===== src/rtl/pcore_divide_pkg.sv =====
// -----------------------------------------------------------------------------
// pcore_divide_pkg
// Shared types and constants for the RV32M divide unit: the execute->divider
// request struct, the divide op encoding, the divider FSM state type and the
// signed-overflow dividend constant (most negative XLEN-bit value).
// -----------------------------------------------------------------------------
package pcore_divide_pkg;

    localparam int DIV_XLEN = 32;

    // Most negative dividend; divided by -1 it overflows the signed range.
    localparam logic [DIV_XLEN-1:0] DIV_OVF_DIVIDEND = {1'b1, {(DIV_XLEN-1){1'b0}}};

    typedef enum logic [2:0] {
        ALU_D_OPS_NONE,
        ALU_D_OPS_DIV,
        ALU_D_OPS_DIVU,
        ALU_D_OPS_REM,
        ALU_D_OPS_REMU
    } type_alu_d_ops_e;

    typedef struct packed {
        type_alu_d_ops_e       alu_d_ops;
        logic [DIV_XLEN-1:0]   rs1_data;   // dividend
        logic [DIV_XLEN-1:0]   rs2_data;   // divisor
    } type_exe2div_s;

    typedef enum logic [1:0] {
        DIV_ST_IDLE,
        DIV_ST_CALC,
        DIV_ST_SPECIAL,
        DIV_ST_DONE
    } type_div_state_e;

endpackage


===== src/rtl/pcore_div_sign_fix.sv =====
// -----------------------------------------------------------------------------
// pcore_div_sign_fix
// Combinational conditional two's-complement negate. Used both to take the
// magnitude of signed operands on entry and to restore the sign of the
// quotient/remainder on exit. The most negative value maps to itself, which
// read as unsigned is exactly its magnitude.
// Ports:
//   i_val  in  W  value
//   i_neg  in  1  negate when 1
//   o_val  out W  i_neg ? -i_val : i_val
// -----------------------------------------------------------------------------
module pcore_div_sign_fix
    import pcore_divide_pkg::*;
#(
    parameter int W = DIV_XLEN
) (
    input  logic [W-1:0] i_val,
    input  logic         i_neg,
    output logic [W-1:0] o_val
);

    assign o_val = i_neg ? ((~i_val) + {{(W-1){1'b0}}, 1'b1}) : i_val;

endmodule


===== src/rtl/pcore_divide.sv =====
// -----------------------------------------------------------------------------
// pcore_divide
// Iterative radix-2 restoring divider for DIV/DIVU/REM/REMU. One divide in
// flight; execute holds the request stable while div2exe_busy_o is high.
// Normal ops take XLEN+1 cycles from accept to valid, divide-by-zero and
// signed overflow take 2 cycles.
// Optional feature (macro PCORE_DIV_REUSE_EN): remembers the last completed
// operands and results so a matching follow-up op (DIV then REM of the same
// operands) completes in 1 cycle.
// Ports:
//   clk               in   clock
//   rst               in   synchronous active-high reset
//   exe2div_i         in   op, dividend (rs1_data), divisor (rs2_data)
//   flush_i           in   kill current/pending divide
//   div2exe_busy_o    out  stall execute
//   div2lsu_valid_o   out  one-cycle result valid
//   div2lsu_result_o  out  quotient or remainder, held after valid drops
// -----------------------------------------------------------------------------
module pcore_divide
    import pcore_divide_pkg::*;
#(
    parameter int XLEN  = DIV_XLEN,
    parameter int CNT_W = $clog2(XLEN)
) (
    input  logic            clk,
    input  logic            rst,
    input  type_exe2div_s   exe2div_i,
    input  logic            flush_i,
    output logic            div2exe_busy_o,
    output logic            div2lsu_valid_o,
    output logic [XLEN-1:0] div2lsu_result_o
);

    type_div_state_e r_state, w_state_nxt;

    logic [CNT_W-1:0] r_cnt;
    logic [XLEN-1:0]  r_dq;        // dividend magnitude shifting out, quotient shifting in
    logic [XLEN-1:0]  r_rem;
    logic [XLEN-1:0]  r_dsr;       // divisor magnitude
    logic [XLEN-1:0]  r_dvd_raw;   // raw dividend, the divide-by-zero remainder
    logic             r_neg_q, r_neg_r, r_is_rem, r_div0;
    logic [XLEN-1:0]  r_result;

    // Request decode
    logic [XLEN-1:0] w_dvd, w_dsr, w_dvd_abs, w_dsr_abs;
    logic            w_has_op, w_signed, w_is_rem, w_dvd_neg, w_dsr_neg;
    logic            w_div0, w_special, w_reuse_hit, w_accept, w_finish, w_busy;

    assign w_dvd     = exe2div_i.rs1_data;
    assign w_dsr     = exe2div_i.rs2_data;
    assign w_has_op  = (exe2div_i.alu_d_ops != ALU_D_OPS_NONE);
    assign w_signed  = (exe2div_i.alu_d_ops == ALU_D_OPS_DIV) || (exe2div_i.alu_d_ops == ALU_D_OPS_REM);
    assign w_is_rem  = (exe2div_i.alu_d_ops == ALU_D_OPS_REM) || (exe2div_i.alu_d_ops == ALU_D_OPS_REMU);
    assign w_dvd_neg = w_signed && w_dvd[XLEN-1];
    assign w_dsr_neg = w_signed && w_dsr[XLEN-1];
    assign w_div0    = (w_dsr == '0);
    assign w_special = w_div0 || (w_signed && (w_dvd == DIV_OVF_DIVIDEND) && (w_dsr == '1));

    pcore_div_sign_fix #(.W(XLEN)) u_dvd_abs (.i_val(w_dvd), .i_neg(w_dvd_neg), .o_val(w_dvd_abs));
    pcore_div_sign_fix #(.W(XLEN)) u_dsr_abs (.i_val(w_dsr), .i_neg(w_dsr_neg), .o_val(w_dsr_abs));

    // One restoring step. The partial remainder is carried at XLEN+1 bits so
    // unsigned divisors with the MSB set still compare correctly.
    logic [XLEN:0]   w_rem_sh, w_diff;
    logic            w_ge;
    logic [XLEN-1:0] w_rem_nxt, w_dq_nxt, w_q_fix, w_r_fix;

    assign w_rem_sh  = {r_rem, r_dq[XLEN-1]};
    assign w_diff    = w_rem_sh - {1'b0, r_dsr};
    assign w_ge      = ~w_diff[XLEN];
    assign w_rem_nxt = w_ge ? w_diff[XLEN-1:0] : w_rem_sh[XLEN-1:0];
    assign w_dq_nxt  = {r_dq[XLEN-2:0], w_ge};

    pcore_div_sign_fix #(.W(XLEN)) u_q_fix (.i_val(w_dq_nxt),  .i_neg(r_neg_q), .o_val(w_q_fix));
    pcore_div_sign_fix #(.W(XLEN)) u_r_fix (.i_val(w_rem_nxt), .i_neg(r_neg_r), .o_val(w_r_fix));

    // Final quotient/remainder on the cycle that enters DONE
    logic [XLEN-1:0] w_q_done, w_r_done;
    assign w_q_done = (r_state == DIV_ST_SPECIAL) ? (r_div0 ? '1 : DIV_OVF_DIVIDEND) : w_q_fix;
    assign w_r_done = (r_state == DIV_ST_SPECIAL) ? (r_div0 ? r_dvd_raw : '0)      : w_r_fix;

`ifdef PCORE_DIV_REUSE_EN
    logic            r_signed, r_lst_sgn, r_lst_vld;
    logic [XLEN-1:0] r_dsr_raw, r_lst_dvd, r_lst_dsr, r_lst_q, r_lst_r;
    assign w_reuse_hit = r_lst_vld && (r_lst_dvd == w_dvd) && (r_lst_dsr == w_dsr) && (r_lst_sgn == w_signed);
`else
    assign w_reuse_hit = 1'b0;
`endif

    // Next state / busy
    always_comb begin
        w_state_nxt = r_state;
        w_busy      = 1'b0;
        w_accept    = 1'b0;
        case (r_state)
            DIV_ST_IDLE: begin
                if (w_has_op && !flush_i) begin
                    w_busy   = 1'b1;
                    w_accept = 1'b1;
                    if (w_reuse_hit)    w_state_nxt = DIV_ST_DONE;
                    else if (w_special) w_state_nxt = DIV_ST_SPECIAL;
                    else                w_state_nxt = DIV_ST_CALC;
                end
            end
            DIV_ST_CALC: begin
                w_busy = 1'b1;
                if (r_cnt == '0) w_state_nxt = DIV_ST_DONE;
            end
            DIV_ST_SPECIAL: begin
                w_busy      = 1'b1;
                w_state_nxt = DIV_ST_DONE;
            end
            default: w_state_nxt = DIV_ST_IDLE;
        endcase
        if (flush_i) w_state_nxt = DIV_ST_IDLE;
        if (rst)     w_busy      = 1'b0;
    end

    assign w_finish = !flush_i && (((r_state == DIV_ST_CALC) && (r_cnt == '0)) || (r_state == DIV_ST_SPECIAL));

    always_ff @(posedge clk) begin
        if (rst) r_state <= DIV_ST_IDLE;
        else     r_state <= w_state_nxt;
    end

    always_ff @(posedge clk) begin
        if (rst) begin
            r_cnt     <= '0;
            r_dq      <= '0;
            r_rem     <= '0;
            r_dsr     <= '0;
            r_dvd_raw <= '0;
            r_neg_q   <= 1'b0;
            r_neg_r   <= 1'b0;
            r_is_rem  <= 1'b0;
            r_div0    <= 1'b0;
            r_result  <= '0;
`ifdef PCORE_DIV_REUSE_EN
            r_signed  <= 1'b0;
            r_dsr_raw <= '0;
            r_lst_sgn <= 1'b0;
            r_lst_vld <= 1'b0;
            r_lst_dvd <= '0;
            r_lst_dsr <= '0;
            r_lst_q   <= '0;
            r_lst_r   <= '0;
`endif
        end else if (flush_i) begin
            r_cnt <= '0;
        end else begin
            if (w_accept) begin
                r_dq      <= w_dvd_abs;
                r_rem     <= '0;
                r_dsr     <= w_dsr_abs;
                r_dvd_raw <= w_dvd;
                r_neg_q   <= w_dvd_neg ^ w_dsr_neg;
                r_neg_r   <= w_dvd_neg;
                r_is_rem  <= w_is_rem;
                r_div0    <= w_div0;
                if (!w_reuse_hit && !w_special) r_cnt <= CNT_W'(XLEN-1);
`ifdef PCORE_DIV_REUSE_EN
                r_signed  <= w_signed;
                r_dsr_raw <= w_dsr;
                if (w_reuse_hit) r_result <= w_is_rem ? r_lst_r : r_lst_q;
`endif
            end
            if (r_state == DIV_ST_CALC) begin
                r_dq  <= w_dq_nxt;
                r_rem <= w_rem_nxt;
                if (r_cnt != '0) r_cnt <= r_cnt - CNT_W'(1);
            end
            if (w_finish) begin
                r_result <= r_is_rem ? w_r_done : w_q_done;
`ifdef PCORE_DIV_REUSE_EN
                r_lst_vld <= 1'b1;
                r_lst_sgn <= r_signed;
                r_lst_dvd <= r_dvd_raw;
                r_lst_dsr <= r_dsr_raw;
                r_lst_q   <= w_q_done;
                r_lst_r   <= w_r_done;
`endif
            end
        end
    end

    assign div2exe_busy_o   = w_busy;
    assign div2lsu_valid_o  = (r_state == DIV_ST_DONE);
    assign div2lsu_result_o = r_result;

endmodule


===== config.mk =====
export PLATFORM = sky130hd
export DESIGN_NAME = pcore_divide
export DESIGN_NICKNAME = d
export VERILOG_FILES = /design/src/rtl/pcore_divide_pkg.sv /design/src/rtl/pcore_div_sign_fix.sv /design/src/rtl/pcore_divide.sv
export SDC_FILE = /design/constraint.sdc
export NUM_CORES = 1
export LEC_CHECK = 0
export ABC_AREA = 1
export CAP_MARGIN = 10
export CORE_ASPECT_RATIO = 2
export CORE_MARGIN = 2
export CORE_UTILIZATION = 28
export DETAILED_ROUTE_END_ITERATION = 10
export GPL_ROUTABILITY_DRIVEN = 0
export PLACE_DENSITY = 0.53
export SYNTH_ARGS = -nofsm -noshare
export SYNTH_HDL_FRONTEND = slang
export SYNTH_SLANG_ARGS = --single-unit

===== constraint.sdc =====
create_clock -name clk -period 10.47 [get_ports clk]
set_input_delay 1.5705 -clock clk [delete_from_list [all_inputs] [get_ports clk]]
set_output_delay 1.5705 -clock clk [all_outputs]
set_load 0.03 [all_outputs]

# Yosys cells after proc, flatten, opt, wreduce, memory -nomap -nowiden
# Index checks and enable logic that the tools add are counted.
op_classes:
  n_addsub: 6
  n_eq_ne: 10
  muxes: 26
  n_bitwise: 7
  n_reduce_logical: 24
ops:
  columns: ["cell", "count"]
  rows:
  - ["$mux 32", 13]
  - ["$add 32x1->32 const B", 4]
  - ["$not 32->32", 4]
  - ["$eq 32x32->1 const B", 2]
  - ["$sub 33x32->33", 1]
  - ["$logic_not 32->1", 1]
  - ["$mux 31", 1]
  - ["$mux 5", 4]
  - ["$reduce_and 2->1", 4]
  - ["$logic_and 1x1->1", 7]
  - ["$mux 2", 3]
  - ["$pmux 2 s3", 1]
  - ["$logic_not 5->1", 1]
  - ["$reduce_bool 5->1", 1]
  - ["$sub 5x1->5 const B", 1]
  - ["$eq 2x2->1 const B", 2]
  - ["$logic_or 1x1->1", 4]
  - ["$ne 2x2->1 const B", 2]
  - ["$reduce_or 2->1", 2]
  - ["$eq 3x1->1 const B", 1]
  - ["$eq 3x2->1 const B", 1]
  - ["$eq 3x3->1 const B", 1]
  - ["$mux 1", 3]
  - ["$reduce_bool 3->1", 1]
  - ["7 further kinds", 8]
totals:
  reg_bits: 171
  inputBits: 70
  output_inout_bits: 34

# Depth between registers and ports, before layout
logic_depth:
  word_depth: 9
  depth_mapped: 32
  depth_no_buf: 30

# Cells and area by module
# A second synthesis with hierarchy kept.
hier_totals:
  cells_unflattened: 2591
  area_unflattened_um2: 14973.1
by_module_without_submodules:
  columns: ["module", "instances", "cells_each", "area_each_um2", "seq_area_each_um2"]
  rows:
  - ["pcore_divide", 1, 1683, 10538.9, 3423.3]
  - ["pcore_div_sign_fix", 4, 227, 1108.6, 0.0]

# Least setup slack after synthesis
# No wires, ideal clock.
synth_path:
  kind: "input -> output"
  from: "input port exe2div_i[65] (netlist name)"
  to: "output port div2exe_busy_o"
  arrival_time_ns: 3.250
  t_required_ns: 8.899
  setup_slack_ns: 5.649
  cell_stages: 7
  n_path_buf: 2
  path_cell_list: "nor3_1 or2_2 nor2_1 inv_1 clkbuf_1 clkbuf_1 a211oi_1"
synth_via:
  elab_chain_len: 5
synth_rtl:
  columns: ["element", "line", "rtl"]
  rows:
  - ["from (decl)", "pcore_divide.sv:27", "input type_exe2div_s exe2div_i,"]
  - ["$reduce_bool 3->1", "pcore_divide.sv:51", "assign w_has_op = (exe2div_i.alu_d_ops != ALU_D_OPS_NONE);"]
  - ["$logic_and 1x1->1", "pcore_divide.sv:97", "if (w_has_op && !flush_i) begin"]
  - ["$mux 1", "pcore_divide.sv:97", null]
  - ["$pmux 1 s2", "pcore_divide.sv:95", "case (r_state)"]
  - ["$mux 1", "pcore_divide.sv:116", "if (rst) w_busy = 1'b0;"]
  - ["to (decl)", "pcore_divide.sv:29", "output logic div2exe_busy_o,"]
# Every way passes these cells.

# Worst setup path after layout
layout_path:
  from: "input port exe2div_i[64] (netlist name)"
  to: "output port div2exe_busy_o"
# The elaborated chain is that of the path after synthesis.

==> impl_metrics.yaml <==
outcome:
  status: "finished clean"
detailed_routing:
  first_pass_iters: 8
  drt-initial-drc-count: 991
  wl_um: 59950
  detail-route-antenna-nets: 0
  via_count: 15517
  drc: 0
  wl_per_cell_um: 19.79
  vias_per_cell: 5.123
cts:
  cts-root-buf: "clkbuf_16"
  clock-sinks: 171
  cts_buffers: 17
  clockBufferDepth: 2
  cts_tree: "yes"
  clk_latency_ns: 0.47
  post-cts-setup-buffers: 0
  hold_buffers: 0
  cts_resized: 0
  cts.clk_slew.worst_paths_ns: 0.06
  cts_max_level: 4
final_layout:
  fillers: 5359
  antenna_cells: 0
  multi_input_area_sq_um: 8697
  postLayoutCellArea_sq_um: 15890
  seq_area_sq_um: 3423
  layout-drive-gt1-share_pct: 4.642
  final_nets: 2493
  area_growth_syn_to_layout_pct: 15.98
sta:
  hold_violations: 0
  fin_setup_tns_ns: 0
  rsz0062_at_grt: "false"
  layout_min_cycle_time_ns: 5.968
  drv_slew: 0
  relSlewSlack_pct: 28.32
  finalCritPeriodShare_pct: 57.00
  fmax_mhz: 167.6
  fin_worst_skew_ns: 0.01623
  worst_slew_pin_slew_ns: 1.075
  whs_ns: 0.4556
  final-setup-viol-count: 0
floorplanning:
  rows: 114
  dieHeight_um: 316.9
  dieArea_sq_um: 50830
  pin_count: 104
  start_util_pct: 28.34
  die_w_um: 160.4
  coreArea_sq_um: 48350
yosys:
  synth_edf_count: 0
  synth_top_area_share_pct: 24.98
  netlist_top_cells_count: "nand2_1, inv_1, a21oi_1"
  syn_avg_cell_area_sq_um: 5.866
  synthTopCellsByArea: "dfxtp_1, nand2_1, inv_1"
  yosysMostFrequentCell: "nand2_1"
  syn_inst: 2336
  synth_top_area_cell: "dfxtp_1"
  synth_seq_area_share_pct: 24.98
  syn_area_sq_um: 13700
  synth_cell_types: 47
  ys_ff_latch: 171
  async_flop_share_pct: 0
  syn_nets: 2449
  yosysWarnings: 0
  synth_ff_type: "dfxtp_1"
critical_path:
  crit_path_end_kind: "output pin"
  startpoint_type: "input port"
  cp.required_ns: 8.90
  cp_top_family: "buffers and inverters"
  crit_top_cell: "clkdlybuf4s50_1"
  arrival_ns: 4.40
  critical_path_peak_fanout: 84
  slowest_delay_ns: 0.73
  path_class: "input port to output pin"
  path_cells: "clkdlybuf4s50_1, nor3_1, or2_2, nor2_4, buf_4, clkinv_1, a211oi_1, clkdlybuf4s50_1"
  critPathBufInv: 4
  slowest_stage: "clkdlybuf4s50_1"
run:
  maxCapViolations: 0
place:
  place_hpwl_um: 47150
  dpl_cell_area_sq_um: 15230
  port_buffers: 103
global_route:
  grt_pass1_wl_um: 88840
  grt_overflow: 0
  first_global_vias: 15217
  grtUsageTotal_pct: 23.47
  antenna_found_initial: 0
  grt_max_degree: 85
power_and_ir_drop:
  peakVddDrop_mv: 0.1307
  p_leak_nw: 7.516
  powerDensity_nw_per_um2: 125.3
worst_hold_path:
  hold_class: "flop to flop"
==> cells in the final DEF (no fill, tap or decap), drive strengths merged <==
cell type,Yosys,routed
a211oi,3,3
a21o,4,4
a21oi,226,226
a221oi,6,6
a31oi,6,6
and2,4,4
and3,3,3
buf,19,18
bufinv,0,6
clkbuf,76,20
clkdlybuf4s50,0,102
clkinv,5,6
clkinvlp,0,1
dfxtp,171,171
fa,1,1
ha,42,42
inv,304,306
nand2,702,702
nand3,157,157
nand3b,9,9
nand4,33,33
nor2,214,214
nor3,38,38
nor4,11,11
o2111ai,1,1
o211ai,12,12
o21ai,189,189
o21bai,8,8
o221ai,5,5
o31ai,4,4
or2,10,10
or4,1,1
xnor2,29,29
xor2,43,43
==> per-layer routing <==
metal / wire length, um / part of all wire (%) / track usage, % / up-vias
met5: 0 / 0 / 0 / -
met1: 18860 / 31 / 19.89 / 7147
met3: 2030 / 3.4 / 2.504 / 230
met2: 32420 / 54 / 46.16 / 520
met4: 6647 / 11 / 23.20 / 0
li1: - / - / - / 7620
==> power breakdown <==
group	switching (mW)	internal, mW	leakage, nW
Sequential	0.0409	0.694	1.40
Combinational	0.356	0.160	5.80
Clock	0.288	0.453	0.317
Total	0.685	1.31	7.52
==> sequential cells by signal, indices dropped and copies added (netlist names), 2 cells and up <==
name,flops
r_dq,32
r_state,2
r_dvd_raw,32
r_dsr,32
r_rem,32
div2lsu_result_o,32
r_cnt,5
==> worst min-delay path, stage by stage, from the launching register on <==
cell,delay (ns)
dfxtp_1,0.30
inv_1,0.06
a21oi_1,0.05
==> per-stage QoR <==
| stage | std cells | power (mW) | worst slack [ns] | util, % |
|---|---|---|---|---|
| final | 3029 | 1.992 | 4.502 | 32.87 |
| after floorplan | 2336 | 1.057 | 5.649 | - |
| after detailed placement | 2999 | 1.255 | 4.534 | 31.50 |
| after global placement | 2999 | 1.252 | 4.455 | 31.50 |
| after global routing | 3029 | 2.082 | 4.356 | 32.87 |
| after CTS | 3029 | 1.994 | 4.527 | 32.87 |
==> area by class of cell <==
| type | count | share of cell area (%) |
|---|---|---|
| clock buffer | 20 | 2.811 |
| clock inverter | 10 | 1.346 |
| inverter | 309 | 7.298 |
| multi-input combinational | 1761 | 54.72 |
| sequential | 171 | 21.54 |
| tap | 638 | 5.023 |
| timing repair buffer | 120 | 7.259 |
==> worst paths after layout <==
path	from	to	slack (ns)	depth (start not counted)
max reg2reg	r_dq[31]	div2lsu_result_o[26]	5.14	29
min reg2reg	r_dvd_raw[25]	r_dvd_raw[25]	0.46	2
min	r_dvd_raw[25]	r_dvd_raw[25]	0.46	2
max	exe2div_i[64]	div2exe_busy_o	4.50	8
==> kinds of logic after synthesis <==
family          count (synthesis)  share of synthesized area, %
simple gates                 1182                         36.72
compound gates                464                         18.09
buf+inv                       404                         11.62
flops                         171                         24.98
xor+xnor                       72                         4.602
fa+ha+maj                      43                         3.981
(Power assumes the default switching activity.)
